<file path="config.mk">
export PLATFORM = sky130hd
export DESIGN_NAME = register_file_sb
export DESIGN_NICKNAME = d
export VERILOG_FILES = /design/src/rtl/register_file_sb.sv
export SDC_FILE = /design/constraint.sdc
export NUM_CORES = 1
export LEC_CHECK = 0
export ABC_AREA = 0
export CAP_MARGIN = 20
export CORE_MARGIN = 2
export CORE_UTILIZATION = 45
export DETAILED_ROUTE_END_ITERATION = 8
export PLACE_DENSITY = 0.66
export SYNTH_ARGS = -nofsm -noshare
export SYNTH_HDL_FRONTEND = slang
export SYNTH_SLANG_ARGS = --single-unit
</file>
<file path="constraint.sdc">
create_clock -name CLK -period 1.9 [get_ports CLK]
set_input_delay 0.285 -clock CLK [delete_from_list [all_inputs] [get_ports CLK]]
set_output_delay 0.285 -clock CLK [all_outputs]
set_load 0.005 [all_outputs]
</file>
<file path="src/rtl/register_file_sb.sv">
// Decode-stage register file: three combinational read ports with optional write
// forwarding, one write-back port, PC held in the top register, pending-write scoreboard.
module register_file_sb #(
  parameter  int WIDTH  = 32,
  parameter  int NREG   = 16,
  localparam int IW     = $clog2(NREG),
  parameter  int PC_INC = 4,
  parameter  int BYPASS = 1
) (
  input  logic             CLK,
  input  logic             RST,
  input  logic [IW-1:0]    SA,
  input  logic [IW-1:0]    SB,
  input  logic [IW-1:0]    SD,
  output logic [WIDTH-1:0] PA,
  output logic [WIDTH-1:0] PB,
  output logic [WIDTH-1:0] PD,
  input  logic [IW-1:0]    C,
  input  logic [WIDTH-1:0] PW,
  input  logic             RFLd,
  input  logic [WIDTH-1:0] PCin,
  input  logic             PCLd,
  input  logic             PCInc,
  output logic [WIDTH-1:0] PCout,
  input  logic             IssLd,
  input  logic [IW-1:0]    IssC,
  output logic             BusyA,
  output logic             BusyB,
  output logic             BusyD
);

  localparam logic [IW-1:0] PC_IDX = IW'(NREG - 1);

  logic [WIDTH-1:0] regs [NREG];
  logic [NREG-1:0]  pending;
  logic [NREG-1:0]  pending_nxt;
  logic             wr_pc;
  logic             fwd_a, fwd_b, fwd_d;

  assign wr_pc = RFLd && (C == PC_IDX);

  // A new issue to the same index as a retiring write leaves the register pending.
  always_comb begin
    pending_nxt = pending;
    if (RFLd)  pending_nxt[C]    = 1'b0;
    if (IssLd) pending_nxt[IssC] = 1'b1;
  end

  always_ff @(posedge CLK) begin
    if (RST) begin
      for (int i = 0; i < NREG; i++) regs[i] <= '0;
      pending <= '0;
    end else begin
      if (RFLd) regs[C] <= PW;
      if (!wr_pc) begin
        if (PCLd)       regs[PC_IDX] <= PCin;
        else if (PCInc) regs[PC_IDX] <= regs[PC_IDX] + WIDTH'(PC_INC);
      end
      pending <= pending_nxt;
    end
  end

  assign fwd_a = (BYPASS != 0) && RFLd && (C == SA);
  assign fwd_b = (BYPASS != 0) && RFLd && (C == SB);
  assign fwd_d = (BYPASS != 0) && RFLd && (C == SD);

  assign PA = fwd_a ? PW : regs[SA];
  assign PB = fwd_b ? PW : regs[SB];
  assign PD = fwd_d ? PW : regs[SD];

  // A forwarded operand is already available, so it does not stall.
  assign BusyA = pending[SA] && !fwd_a;
  assign BusyB = pending[SB] && !fwd_b;
  assign BusyD = pending[SD] && !fwd_d;

  assign PCout = regs[PC_IDX];

endmodule
</file>
==> results.txt <==
- Wire segments on met2 add up to approximately 64000 um in the final route.
- The synthesized netlist contains 50 unique library cells.
* Chip height: approximately 280 um
- Sum of internal, switching and leakage power: 33.07 mW
- The routed layout has 27400 vias.
- First-pass iteration count of the detailed router: 8
- OpenSTA, run right after detailed placement, puts the worst setup slack at -1.497 ns.
- The floorplan step set the die width to 280.2 um.
- The number of antenna violations at the first check in global routing was 6.
* Average vias per placed instance: roughly 6.8
* Clock H-tree levels: 2
* Clock sink total: 528
- Mean routed wirelength per cell: 34.03 um
- Largest voltage drop on the vdd net: between 600 and 700 uV
- Root buffer cell: clkbuf_16
* Leakage: 17.15 nW
- In this run the worst path has a maximum fanout of 2.
- Drc violations: 0
- Path category of the worst min-delay check: primary input to flop
- Power density cells: between 700 and 800 mW/mm^2
- Slew margin rel.: 0.5203
* Setup repair after global routing missed its margin: yes
- Clock-pin slew was measured on the worst setup and hold paths at 0.06 ns.
* Final hold violation count: 0
- The share of total power dissipated in combinational logic is 0.241.
* Gp weighted congestion: approximately 0.93
* Net load switching power: between 9 and 10 mW
- The initial utilization of the core area, before any placement, comes to 0.4535.
- In this run, the number of DRC markers left after iteration 0 of detailed routing was 4056.
- Detail Route met3 WL: 17270 um
* Commonest non-fill, non-tap cell in the layout: edfxtp_1
- Data on the critical path is required at its endpoint by 1.62 ns.
- In this run, synthesis inferred 512 flip-flops with an integrated enable.
* Routed Wire Length: between 100000 and 150000 um
* Final-stage net count: just over 3000
- FF+latch count, synth: 528
- In the synthesized netlist the async set-or-reset flop fraction comes to 0.
- Final worst path period need: 2.749 ns
* Number of buffers created by CTS: 57
- Longest individual stage delay on the worst path: 0.45 ns
- Cell area after synthesis: 0.03433 mm^2
- For the pin with the worst max-slew slack, the measured transition is 0.7195 ns.
- Outcome: complete, but fails checks
* Antenna cells: 0
* Syn Area/Cell: between 10 and 15 um^2
- The critical path goes through buf_6 > mux4_2 > nor2b_4 > a2111oi_4 > a211oi_2 > buf_2.
- Total nets after synthesis: 2558
- WP data arrival: 2.46 ns
- Clk_lat worst skew: ~0.65 ns
* Largest net degree at the start of global routing: 52
- Leading cell types in the layout, fill and taps excluded: edfxtp_1 (512), and2_1 (480), mux4_2 (399), buf_4 (388)
- The worst setup path is launched from a flop.
- Proportion of power drawn by flip-flops and latches: 0.426
* Post-DP HPWL: 91690 um
- The die covers around 0.079 mm^2.
- After clock tree synthesis, the flow added hold-fix buffers numbering 0.
* Worst setup margin: -0.8485 ns
- Max-cap check violation count: 0
- Sequential element share of the synthesized area: 0.4572
- Path type of the worst setup path: flop to primary output
- Clock tree from TritonCTS: built
* Proportion of layout cells with a drive suffix above 1: 0.5090
- Maximum clock path buffer count: 3
* Total congestion overflow after global routing: 0
- Internal power component: between 20 and 25 mW
- Library cell contributing the largest single delay on the critical path: mux4_2
- For this block, wires on met1 add up to 48230 um.
* Number of max-slew violations in the final report: 0
* I/O pin cnt: 221
- Number of routed nets with antenna violations: 0
* Overall Global Routing Usage: 0.3491
- The most used flip-flop cell after synthesis is edfxtp_1.
- The worst setup path is captured at a primary output.
- Global-route wire length before repair: approximately 200000 um
- Number of placement rows: just over 100
- The area growth from synthesis to layout is 36.93%.
- Clk pwr share: 0.334
- Input/output buffers: 220
- Number of warnings printed during yosys synthesis: 0
- Largest clock skew in the final design: 0.02454 ns
- Synthesis produced 2467 cells.
- Violated checks: setup timing
* Final setup vio count: 123
- Final period util: 1.447
* CORE AREA: 0.07570 mm^2
- For this run, the top clock speed supported by timing is 363.8 MHz.
- Switching Share: 0.2829
- Vias in the first global route: 28100
- Highest routing layer actually used: met5
-- power by group through the flow --
stage | clock [mW] | combinational, mW | sequential [mW]
6_report | 11.0 | 7.96 | 14.1
3_5_place_dp | 0 | 6.96 | 14.3
3_3_place_gp | 0 | 6.93 | 14.2
2_1_floorplan | 0 | 3.76 | 14.1
4_1_cts | 11.0 | 7.70 | 14.0
5_1_grt | 11.5 | 8.22 | 14.1
-- final cells by class --
| type | count | area, um^2 |
|---|---|---|
| clock buffer | 68 | 1489 |
| fill | 5409 | 28690 |
| tap | 978 | 1224 |
| clock inverter | 38 | 317.8 |
| multi-input combinational | 1627 | 20540 |
| sequential | 528 | 15710 |
| inverter | 19 | 71.32 |
| timing repair buffer | 789 | 7654 |
-- critical path, delay by kind of cell (launching register included) --
kind	cells	cell delay [ns]
multiplexers	1	0.45
AND/OR/NAND/NOR	1	0.15
AO/OA/AOI/OAI	2	0.52
flip-flops	1	0.41
buffers and inverters	2	0.29
-- path summary, 6_finish.rpt --
kind / depth (start not counted) / slack (ns) / endpoint / start
hold reg to reg: 2 / 0.49 / pending[10]$_SDFF_PP0_ / pending[10]$_SDFF_PP0_
setup / recovery: 6 / -0.85 / PA[3] / regs[3][3]$_SDFFCE_PN0P_
setup reg to reg: 10 / -0.36 / regs[15][29]$_DFFE_PP_ / regs[15][7]$_DFFE_PP_
hold / removal: 2 / 0.32 / regs[15][1]$_DFFE_PP_ / PCin[1]
-- Yosys cell counts (11+ instances only) --
master | n | area [um^2]
a2111oi_0 | 93 | 814.5
a211oi_1 | 93 | 698.2
a21o_1 | 12 | 90.09
a22oi_1 | 22 | 165.2
and2_1 | 483 | 3022
buf_1 | 50 | 187.7
buf_2 | 43 | 215.2
buf_4 | 24 | 180.2
buf_6 | 14 | 157.7
clkbuf_1 | 162 | 608.1
dfxtp_1 | 16 | 320.3
edfxtp_1 | 512 | 15370
inv_1 | 19 | 71.32
mux2i_1 | 93 | 930.9
mux4_2 | 399 | 8986
nand2_1 | 39 | 146.4
nand3_1 | 15 | 75.07
nor2_1 | 121 | 454.2
nor2b_1 | 96 | 600.6
nor3_1 | 11 | 55.05
o21ai_0 | 30 | 150.1
xnor2_1 | 20 | 175.2
xor2_1 | 20 | 175.2
-- stage by stage --
step	TNS, ns	cells	hold slack, ns	util	cell area [um^2]
floorplan	-19.20	2467	0.4024	-	35320
global placement	-538.80	3826	0.4783	0.5542	41950
detailed placement	-572.49	3826	0.4925	0.5542	41950
CTS	-71.84	4033	0.3131	0.6153	46580
global route	-75.31	4047	0.3365	0.6209	47000
finish	-69.24	4047	0.3231	0.6209	47000
-- registers in the layout (all words and copies together), names as in the netlist --
signal   cells
pending     16
regs       512
-- metal layers --
metal  vias up  track usage
li1      10850            -
met1     14030       0.4452
met2      2084       0.5479
met3       435      0.09343
met4         2       0.1840
met5         -            0
-- cells by family (layout without fill, tap and decap cells) --
group                      Yosys count  in the layout  share of synthesized area
muxes                              495            495                     0.2912
DFF                                528            528                     0.4572
and+or+nand+nor                    817            817                     0.1387
buffers and inverters              312            914                    0.04137
xor gates and xnor gates            40             40                    0.01021
AOI/OAI and AO/OA                  274            274                    0.06098
adders and majority gates            1              1                  0.0003644
-- repair_timing --
action                                  4_1_cts  5_1_grt
endpoints found under the setup margin      212      165
endpoints found under the hold margin         0        0
buffers inserted                            129       32
gates cloned                                  2        0
gates resized for setup                     962      109
pin swaps                                   238       98
(Power assumes the default switching activity.)
